**src/rtl/axioma_trace_monitor.sv**
```systemverilog
// axioma_trace_monitor
// On-chip trace and performance monitor for the AxiomaCore debug port.
// Counts enabled cycles, retired instructions, jumps and interrupt entries,
// flags a low stack pointer, captures the halt PC, and keeps the most recent
// retirements in a circular buffer that a debug/UART bridge drains via rd_en.
//
// Ports:
//   clk, reset             clock, synchronous active-high reset
//   enable, clear          monitoring enable; synchronous clear (acts as reset)
//   debug_*, cpu_halted    CPU observation inputs
//   rd_en                  pop oldest trace entry
//   rd_data, rd_valid      {jump, irq, pc, instr}; valid pulses the cycle after rd_en
//   trace_count            entries held in the buffer
//   trace_overrun          sticky: an unread entry was overwritten
//   cycle/instr/jump/irq_count  saturating event counters
//   stack_fault            sticky: SP at or below SP_LOW_LIMIT after first retire
//   halted, halt_pc        sticky halt flag and PC captured on halt entry
module axioma_trace_monitor #(
    parameter int                  PC_WIDTH     = 16,
    parameter int                  SP_WIDTH     = 16,
    parameter int                  TRACE_DEPTH  = 16,
    parameter int                  CNT_WIDTH    = 32,
    parameter logic [SP_WIDTH-1:0] SP_LOW_LIMIT = 16'h0100
) (
    input  logic                             clk,
    input  logic                             reset,
    input  logic                             enable,
    input  logic                             clear,
    input  logic [PC_WIDTH-1:0]              debug_pc,
    input  logic [15:0]                      debug_instruction,
    input  logic [SP_WIDTH-1:0]              debug_stack_pointer,
    input  logic                             debug_interrupt_active,
    input  logic                             cpu_halted,
    input  logic                             rd_en,
    output logic [PC_WIDTH+17:0]             rd_data,
    output logic                             rd_valid,
    output logic [$clog2(TRACE_DEPTH):0]     trace_count,
    output logic                             trace_overrun,
    output logic [CNT_WIDTH-1:0]             cycle_count,
    output logic [CNT_WIDTH-1:0]             instr_count,
    output logic [CNT_WIDTH-1:0]             jump_count,
    output logic [CNT_WIDTH-1:0]             irq_count,
    output logic                             stack_fault,
    output logic                             halted,
    output logic [PC_WIDTH-1:0]              halt_pc
);
    localparam int AW = $clog2(TRACE_DEPTH);
    localparam int CW = AW + 1;
    localparam int EW = PC_WIDTH + 18;
    localparam logic [CW-1:0]        DEPTH_C  = CW'(TRACE_DEPTH);
    localparam logic [CW-1:0]        CNT1_C   = CW'(1);
    localparam logic [AW-1:0]        PTR1_C   = AW'(1);
    localparam logic [PC_WIDTH:0]    PCX1_C   = (PC_WIDTH+1)'(1);
    localparam logic [CNT_WIDTH-1:0] CTR1_C   = CNT_WIDTH'(1);

    // clear behaves exactly like reset everywhere
    logic rst;
    assign rst = reset | clear;

    logic [PC_WIDTH-1:0] prev_pc_q;
    logic                prev_irq_q;
    logic                prev_halt_q;

    // Event decode
    logic active, retire, seq_step, jump, irq_rise, halt_rise;
    assign active    = enable & ~cpu_halted;
    assign retire    = active & (debug_pc != prev_pc_q);
    // Sequential only when the PC moved forward by exactly one without
    // wrapping; any backward step (even by one) is a jump.
    assign seq_step  = ({1'b0, debug_pc} == ({1'b0, prev_pc_q} + PCX1_C));
    assign jump      = retire & (prev_pc_q != '1) & ~seq_step;
    assign irq_rise  = enable & debug_interrupt_active & ~prev_irq_q;
    assign halt_rise = enable & cpu_halted & ~prev_halt_q;

    // Saturating counters: [0]=cycle [1]=instr [2]=jump [3]=irq
    logic [3:0][CNT_WIDTH-1:0] cnt_q, cnt_d;
    logic [3:0]                cnt_inc;
    assign cnt_inc = {irq_rise, jump, retire, active};

    always_comb begin
        cnt_d = cnt_q;
        for (int i = 0; i < 4; i++) begin
            if (cnt_inc[i] && (cnt_q[i] != '1)) begin
                cnt_d[i] = cnt_q[i] + CTR1_C;
            end
        end
    end

    // Trace buffer state
    logic [EW-1:0] mem [TRACE_DEPTH];
    logic [AW-1:0] wr_ptr_q, wr_ptr_d, rd_ptr_q, rd_ptr_d;
    logic [CW-1:0] count_q, count_d;
    logic          overrun_q, overrun_d;
    logic [EW-1:0] rd_data_q;
    logic          rd_valid_q;
    logic          do_rd, full;

    assign full  = (count_q == DEPTH_C);
    // The read path stays live while monitoring is disabled
    assign do_rd = rd_en & (count_q != '0);

    always_comb begin
        wr_ptr_d  = wr_ptr_q;
        rd_ptr_d  = rd_ptr_q;
        count_d   = count_q;
        overrun_d = overrun_q;
        if (do_rd) begin
            rd_ptr_d = rd_ptr_q + PTR1_C;
        end
        if (retire) begin
            wr_ptr_d = wr_ptr_q + PTR1_C;
        end
        if (retire && !do_rd) begin
            if (full) begin
                // Drop the oldest entry to make room
                rd_ptr_d  = rd_ptr_q + PTR1_C;
                overrun_d = 1'b1;
            end else begin
                count_d = count_q + CNT1_C;
            end
        end else if (do_rd && !retire) begin
            count_d = count_q - CNT1_C;
        end
    end

    // Storage array kept free of reset so it maps onto block RAM
    always_ff @(posedge clk) begin
        if (!rst && retire) begin
            mem[wr_ptr_q] <= {jump, debug_interrupt_active, debug_pc, debug_instruction};
        end
    end

    // Registered read port; on a same-slot read/write the old head is returned
    always_ff @(posedge clk) begin
        if (rst) begin
            rd_data_q  <= '0;
            rd_valid_q <= 1'b0;
        end else begin
            rd_valid_q <= do_rd;
            if (do_rd) begin
                rd_data_q <= mem[rd_ptr_q];
            end
        end
    end

    logic                stack_fault_q, halted_q;
    logic [PC_WIDTH-1:0] halt_pc_q;

    always_ff @(posedge clk) begin
        if (rst) begin
            cnt_q         <= '0;
            wr_ptr_q      <= '0;
            rd_ptr_q      <= '0;
            count_q       <= '0;
            overrun_q     <= 1'b0;
            prev_pc_q     <= '1;
            prev_irq_q    <= 1'b0;
            prev_halt_q   <= 1'b0;
            stack_fault_q <= 1'b0;
            halted_q      <= 1'b0;
            halt_pc_q     <= '0;
        end else begin
            cnt_q     <= cnt_d;
            wr_ptr_q  <= wr_ptr_d;
            rd_ptr_q  <= rd_ptr_d;
            count_q   <= count_d;
            overrun_q <= overrun_d;
            if (retire) begin
                prev_pc_q <= debug_pc;
            end
            if (enable) begin
                prev_irq_q  <= debug_interrupt_active;
                prev_halt_q <= cpu_halted;
                // Armed only once something has retired, so the pre-boot SP is ignored
                if ((cnt_q[1] != '0) && (debug_stack_pointer <= SP_LOW_LIMIT)) begin
                    stack_fault_q <= 1'b1;
                end
            end
            if (halt_rise) begin
                halted_q  <= 1'b1;
                halt_pc_q <= debug_pc;
            end
        end
    end

    assign rd_data       = rd_data_q;
    assign rd_valid      = rd_valid_q;
    assign trace_count   = count_q;
    assign trace_overrun = overrun_q;
    assign cycle_count   = cnt_q[0];
    assign instr_count   = cnt_q[1];
    assign jump_count    = cnt_q[2];
    assign irq_count     = cnt_q[3];
    assign stack_fault   = stack_fault_q;
    assign halted        = halted_q;
    assign halt_pc       = halt_pc_q;

endmodule

```
**config.mk**
```make
export PLATFORM = sky130hd
export DESIGN_NAME = axioma_trace_monitor
export DESIGN_NICKNAME = d
export VERILOG_FILES = /design/src/rtl/axioma_trace_monitor.sv
export SDC_FILE = /design/constraint.sdc
export NUM_CORES = 1
export LEC_CHECK = 0
export BUFFER_PORTS_ARGS = -buffer_cell sky130_fd_sc_hd__buf_2
export CELL_PAD_IN_SITES_DETAIL_PLACEMENT = 0
export CELL_PAD_IN_SITES_GLOBAL_PLACEMENT = 1
export CORE_MARGIN = 2
export CORE_UTILIZATION = 45
export CTS_CLUSTER_DIAMETER = 30
export DETAILED_ROUTE_END_ITERATION = 10
export GPL_TIMING_DRIVEN = 0
export PLACE_DENSITY_LB_ADDON = 0.15
export SLEW_MARGIN = 15
export SYNTH_ARGS = -nofsm -noshare
export SYNTH_HDL_FRONTEND = slang
export SYNTH_SLANG_ARGS = --single-unit
```
**constraint.sdc**
```tcl
create_clock -name clk -period 5 [get_ports clk]
set_input_delay 0.25 -clock clk [delete_from_list [all_inputs] [get_ports clk]]
set_output_delay 0.25 -clock clk [all_outputs]
set_load 0.05 [all_outputs]
```
==> run metrics, run 1 <==
run status=finished clean; final setup violating endpoints=0; NetSw=roughly 3.8 mW; Internal Power=roughly 14 mW; post-synthesis to final-layout area growth=28.92%; final clock period utilization by the worst path=between 90 and 100%; number of sinks on the clock net=757; Max Cap Violations=0; dominant cell type by count on the critical path=sky130_fd_sc_hd__buf_4; Top Ports=242; GRT overflow=0; wirelength, routed=82.27 mm; maximum resistive drop on vdd=0.0002807 V; Port Buffer Count=about 240; average cell area after synthesis=15.33 um2; clk_lat worst skew=a little over 0.7 ns; DRC violation count after routing=0; Placement Setup Slack=0.1240 ns; initial standard-cell utilization of the core=45.32%; Net Count, Synth=2,048; final antenna-violating net count=0; Tot GR Track Use=23.80%; top_reg_cell synth=sky130_fd_sc_hd__edfxtp_1; cell leakage power=13.57 nW; hpwl dp=55.60 mm; power consumption=between 15 and 20 mW; post-route setup slack=0.3535 ns; startpoint type of the worst setup path=primary input; number of cells produced by synthesis=between 1,500 and 2,000; unique cell type count in the Yosys netlist=57; worst-path maximum fanout=19; proportion of power drawn by the clock network=between 50% and 60%; post-synthesis share of cell area spent on xor and xnor gates=3.176%; fraction of power consumed by combinational cells=4.3%; # Post-CTS Setup Buffers=0; Max Buffers Root-to-Sink=3; Worst path slowest cell=sky130_fd_sc_hd__nor3_2; number of register bits inferred by synthesis=757; largest net degree at the start of global routing=22; largest family of logic cells by synthesized area=multiplexers; hold violation count in the final report=0; antenna violations before repair=4; endpoint arrival time on the critical path=between 5 and 6 ns; final critical-path required period=4.647 ns; Tightest Pin Transition=1.073 ns; die height=263.6 um; class of the most critical setup path=in -> reg; endpoint class of the critical path=flip-flop; antenna cells=0; RSZ-0062 raised after global routing=no; relative slew slack=28.47%; detail-routed net length per standard cell=23.55 um; number of buffers added to fix hold violations after cts=43; pwr/cell area=456.8 nW/um2; clock transition at the register clock pins on the worst setup and hold paths after CTS=0.05 ns; total standard cell area after synthesis=about 30,000 um2; Iteration-0 DRC Markers=1,592; number of vias after detailed routing=19,500; total cell area at the placement stage=33,350 um2; maximum clock skew at final layout=approximately 0.031 ns; share of the synthesized area in compound gates (AO/OA/AOI/OAI)=3.543%; Seq/Total Area, Yosys=67.92%; core occupancy in the finished layout=58.43%; die area=69,500 um2; Switching Fraction=21.33%; Die W=roughly 260 um; Post-synth EDFFs=544; Resized cells post-CTS=0; area share of fa/ha/maj cells after synthesis=less than 1%; Pre-antenna DRT Iters=5; Inserted Clock Buffers=150; Final Wtd Congestion=0.8717; Reg power frac=38.0%; peak per-stage delay on the critical path=0.79 ns; synthesis warning total=0; std cell rows=95; number of pins with negative max-slew slack in the final report=0; achievable frequency=215.2 MHz; Fillers=about 5,300; H-tree lvl count=4; global-route wire length before repair=~120 mm; fraction of registers with async set or reset after synthesis=0%; summed negative setup slack over all endpoints=0 ns; average vias per placed instance=about 5.6; buffer cell driving the clock tree root=sky130_fd_sc_hd__clkbuf_16; share of cells above drive strength 1=29.77%; cell breakdown of the critical path=dlygate4sd3_1 -> buf_2 -> xor2_1 -> or4_1 -> nor3_1 -> a21oi_1 -> clkbuf_1 -> buf_1 -> nand3_1 -> nor3_2 -> buf_4 -> buf_4; Design Area, Final=39,100 um2; final net count=2,561; proportion of synthesized area in mux cells=a little over an eighth; clock tree from TritonCTS=built; via count of the first global-routing pass=19,390; area of the core=66,920 um2; area share of and/or/nand/nor cells after synthesis=under 10%; required time worst endpoint=5.40 ns; worst hold path type=in -> reg
-- flip-flops by register name, indices dropped and copies added, names as in the netlist, 4 cells and up --
name / count
cycle_count: 32
halt_pc: 16
instr_count: 32
irq_count: 32
jump_count: 32
mem: 544
prev_pc_q: 16
rd_data: 34
rd_ptr_q: 4
trace_count: 5
wr_ptr_q: 4
-- logic make-up after synthesis --
group / Yosys count
adder cells (fa/ha/maj): 15
buffers and inverters: 130
XOR/XNOR: 110
flip-flops: 757
AO/OA/AOI/OAI: 184
AND/OR/NAND/NOR: 595
multiplexers: 187
-- path summary, 6_finish.rpt --
check | startpoint | endpoint | slack, ns | cells after the start
worst min-delay path | rd_en | rd_data[14] | 0.25 | 4
worst min register to register | stack_fault | stack_fault | 0.44 | 2
worst max-delay path | debug_pc[14] | mem[13][11] | 0.35 | 12
worst max register to register | prev_pc_q[7] | mem[13][11] | 0.44 | 9
-- critical path, delay by kind of cell --
family / cells / cell delay, ns
buf+inv: 6 / 2.59
simple gates: 4 / 1.53
compound gates: 1 / 0.33
xor+xnor: 1 / 0.31
-- per-layer routing --
metal | up-vias | GRT usage, % | share of wire [%] | wire length, um
met5 | - | 0 | 0.056 | 46
met4 | 8 | 8.587 | 2.6 | 2114
met3 | 147 | 4.808 | 6.0 | 4935
met2 | 621 | 39.04 | 49 | 40370
met1 | 9967 | 31.60 | 42 | 34800
li1 | 8757 | - | - | -
-- per-stage QoR --
step | instances | hold WS [ns]
floorplan | 1978 | 0.3489
global placement | 3092 | 0.4404
detailed placement | 3167 | 0.4370
CTS | 3491 | 0.1890
global route | 3493 | 0.2570
finish | 3493 | 0.2462
-- cell usage in the layout, fill, tap and decap left out, drive strengths merged, types with 5 or more instances in the layout --
cell type	n
bufinv	24
xor2	68
a21oi	104
or3	29
edfxtp	544
nor3	28
or4	32
nor2b	5
dfxtp	213
and4	16
and2	14
dlygate4sd3	43
mux2i	17
xnor2	42
nand4	46
clkbuf	257
clkinvlp	17
inv	44
buf	341
clkinv	46
nor2	128
ha	14
nor4	18
mux4	170
and3	23
or2	5
nand2	187
o21ai	27
o31ai	25
nand3	49
-- Yosys cell counts, drive strengths merged, types with 30 or more instances --
cell type  number  area, um2
mux4          170       3829
nand4          46      294.0
edfxtp        544      16340
nand2         187      701.9
nor2          128      480.5
inv            30      112.6
xor2           68      595.6
nand3          49      250.2
xnor2          42      367.9
or4            32      240.2
a21oi         104      520.5
clkbuf         73      274.0
dfxtp         213       4264
-- area by class of cell --
cell class | count | area (um2) | share of cell area, %
Buffer | 100 | 414.1 | 1.059
Clock buffer | 180 | 4063 | 10.39
Clock inverter | 101 | 1224 | 3.129
Inverter | 30 | 112.6 | 0.2880
Multi-Input combinational cell | 1091 | 9313 | 23.82
Sequential cell | 757 | 20600 | 52.68
Tap cell | 873 | 1092 | 2.793
Timing Repair Buffer | 361 | 2285 | 5.843
-- power by group through the flow --
stage / clock network, mW / logic (mW) / registers (mW)
after floorplan: 0 / 0.385 / 6.97
after global placement: 0 / 0.726 / 6.90
after detailed placement: 0 / 0.743 / 6.90
after CTS: 10.4 / 0.773 / 6.78
after global routing: 10.8 / 0.827 / 6.78
final: 10.3 / 0.768 / 6.78
No activity file was read; power rests on OpenSTA's default activity.
==> run 2: changes to the inputs <==
--- a/config.mk
+++ b/config.mk
@@ -11,3 +11,3 @@
 export CORE_MARGIN = 2
-export CORE_UTILIZATION = 45
+export CORE_UTILIZATION = 29
 export CTS_CLUSTER_DIAMETER = 30
--- a/constraint.sdc
+++ b/constraint.sdc
@@ -3,2 +3,2 @@
 set_output_delay 0.25 -clock clk [all_outputs]
-set_load 0.05 [all_outputs]
+set_load 0.01 [all_outputs]
==> run metrics, run 2 (synthesized netlist as in run 1, its figures left out) <==
number of pins with negative max-slew slack in the final report=0; footprint of the flip-flops and latches=between 20,000 and 25,000 um2; Tightest Pin Transition=1.151 ns; Die W=~330 um; area of combinational cells with multiple inputs=9313 um2; RSZ-0062 raised after global routing=yes; post-synthesis to final-layout area growth=34.78%; Largest register FFs=between 500 and 600; Final Wtd Congestion=between 0.7 and 0.8; via count of the first global-routing pass=20,179; final net count=2,602; antenna cells=0; register-to-register path setup slack=0.36 ns; Pre-antenna DRT Iters=5; final clock period utilization by the worst path=94.68%; global-route wire length before repair=between 100 and 150 mm; commonest cells after routing, fill and taps aside=sky130_fd_sc_hd__edfxtp_1, sky130_fd_sc_hd__buf_2, sky130_fd_sc_hd__dfxtp_1, sky130_fd_sc_hd__nand2_1, sky130_fd_sc_hd__clkbuf_16; antenna violations before repair=3; worst hold slack=between 0.3 and 0.4 ns; number of vias after detailed routing=19,510; Port Buffer Count=241; final setup violating endpoints=0; number of cells in the design after placement=3,684; register with the highest flop count=mem; required time worst endpoint=5.44 ns; clock tree from TritonCTS=built; Inserted Clock Buffers=181; Iteration-0 DRC Markers=~1,200; hpwl dp=63.63 mm; clk_lat worst skew=0.76 ns; worst-path maximum fanout=19; DRC violation count after routing=0; die height=327.4 um; most common cell after layout, fill and taps aside=sky130_fd_sc_hd__edfxtp_1; number of sinks on the clock net=~760; relative slew slack=22.98%; reg2reg start=prev_pc_q[12]; final critical-path required period=approximately 4.7 ns; # Post-CTS Setup Buffers=0; hold violation count in the final report=0; area of the core=103,600 um2; clock transition at the register clock pins on the worst setup and hold paths after CTS=around 0.040 ns; largest net degree at the start of global routing=22; Max Cap Violations=0; worst hold path type=in -> reg; average vias per placed instance=4.795; die area=107,200 um2; achievable frequency=211.2 MHz; Top Ports=about 240; startpoint of the most critical setup path=debug_pc[15]; detail-routed net length per standard cell=22.40 um; buffer cell driving the clock tree root=sky130_fd_sc_hd__clkbuf_16; wirelength, routed=91.15 mm; power consumption=19.22 mW; maximum clock skew at final layout=0.04046 ns; final antenna-violating net count=0; Tot GR Track Use=between 15 and 20%; H-tree lvl count=4; Final Non-Filler Cells=slightly above 4,000; GRT overflow=0; initial standard-cell utilization of the core=29.27%; destination of the critical timing path=mem[12][6]; Resized cells post-CTS=0; endpoint arrival time on the critical path=5.17 ns; pwr/cell area=470.1 nW/um2; Fillers=9,697; endpoint of the most critical register-to-register path=mem[12][6]; Max Buffers Root-to-Sink=3; run status=finished clean; cell count of the worst reg-to-reg path=12; std cell rows=118; maximum resistive drop on vdd=0.0002447 V; class of the most critical setup path=in -> reg; startpoint type of the worst setup path=primary input; share of cells above drive strength 1=a little under a third; cell leakage power=between 10 and 15 nW; endpoint class of the critical path=flip-flop
==> run 2: worst min path at each step <==
stage	startpoint	end	cells past startpoint
5_1_grt	reset	jump_count[28]	4
3_3_place_gp	rd_data[20]	rd_data[20]	2
3_5_place_dp	stack_fault	stack_fault	2
6_report	debug_stack_pointer[9]	stack_fault	5
2_1_floorplan	debug_instruction[0]	mem[0][0]	0
4_1_cts	debug_stack_pointer[14]	stack_fault	5
==> run 2: cell type report <==
cell class | instances | share of cell area, %
plain buffers | 100 | 1.019
clock buffers | 232 | 12.17
clock inverters | 108 | 3.171
inverters | 30 | 0.2754
multi-input cells | 1091 | 22.78
flip-flops and latches | 757 | 50.39
well taps | 1380 | 4.224
repair buffers | 371 | 5.977
==> run 2: critical path, stage by stage <==
cell and delay (ns):
sky130_fd_sc_hd__dlygate4sd3_1 0.56, sky130_fd_sc_hd__buf_2 0.42, sky130_fd_sc_hd__xor2_1 0.30, sky130_fd_sc_hd__or4_1 0.18
sky130_fd_sc_hd__nor3_1 0.10, sky130_fd_sc_hd__a21oi_1 0.31, sky130_fd_sc_hd__clkbuf_1 0.45, sky130_fd_sc_hd__buf_1 0.65
sky130_fd_sc_hd__nand3_1 0.55, sky130_fd_sc_hd__nor3_2 0.66, sky130_fd_sc_hd__buf_4 0.30, sky130_fd_sc_hd__buf_4 0.20
sky130_fd_sc_hd__buf_4 0.18
==> run 2: where the power goes <==
part,leakage [nW],internal (mW),switching (mW),total [mW]
clock network,3.00,7.92,3.78,11.7
logic,4.50,0.270,0.457,0.727
registers,6.61,6.77,0.0211,6.79
==> run 2: repair_timing <==
| action | CTS | global route |
|---|---|---|
| hold endpoints to repair | 553 | 0 |
| hold buffers | 44 | 0 |
| endpoints found under the setup margin | 0 | 10 |
==> run 2: metrics by stage <==
step	setup TNS (ns)	instance area (um2)	utilization, %	setup slack [ns]
after floorplan	-26.54	30330	-	-0.1951
after global placement	-2197.00	33260	32.09	-5.624
after detailed placement	0	34150	32.95	0.01919
after CTS	0	40860	39.42	0.2711
after global routing	-0.1807	40880	39.44	-0.04160
final	0	40880	39.44	0.2662
==> run 2: layer usage <==
layer	GRT usage [%]	routed length (um)	vias to the layer above	part of all wire [%]
met5	0	7	-	0.0077
met3	3.403	4007	144	4.4
li1	-	-	8851	-
met2	28.62	45680	476	50
met4	5.305	1797	2	2.0
met1	21.82	39650	10037	44
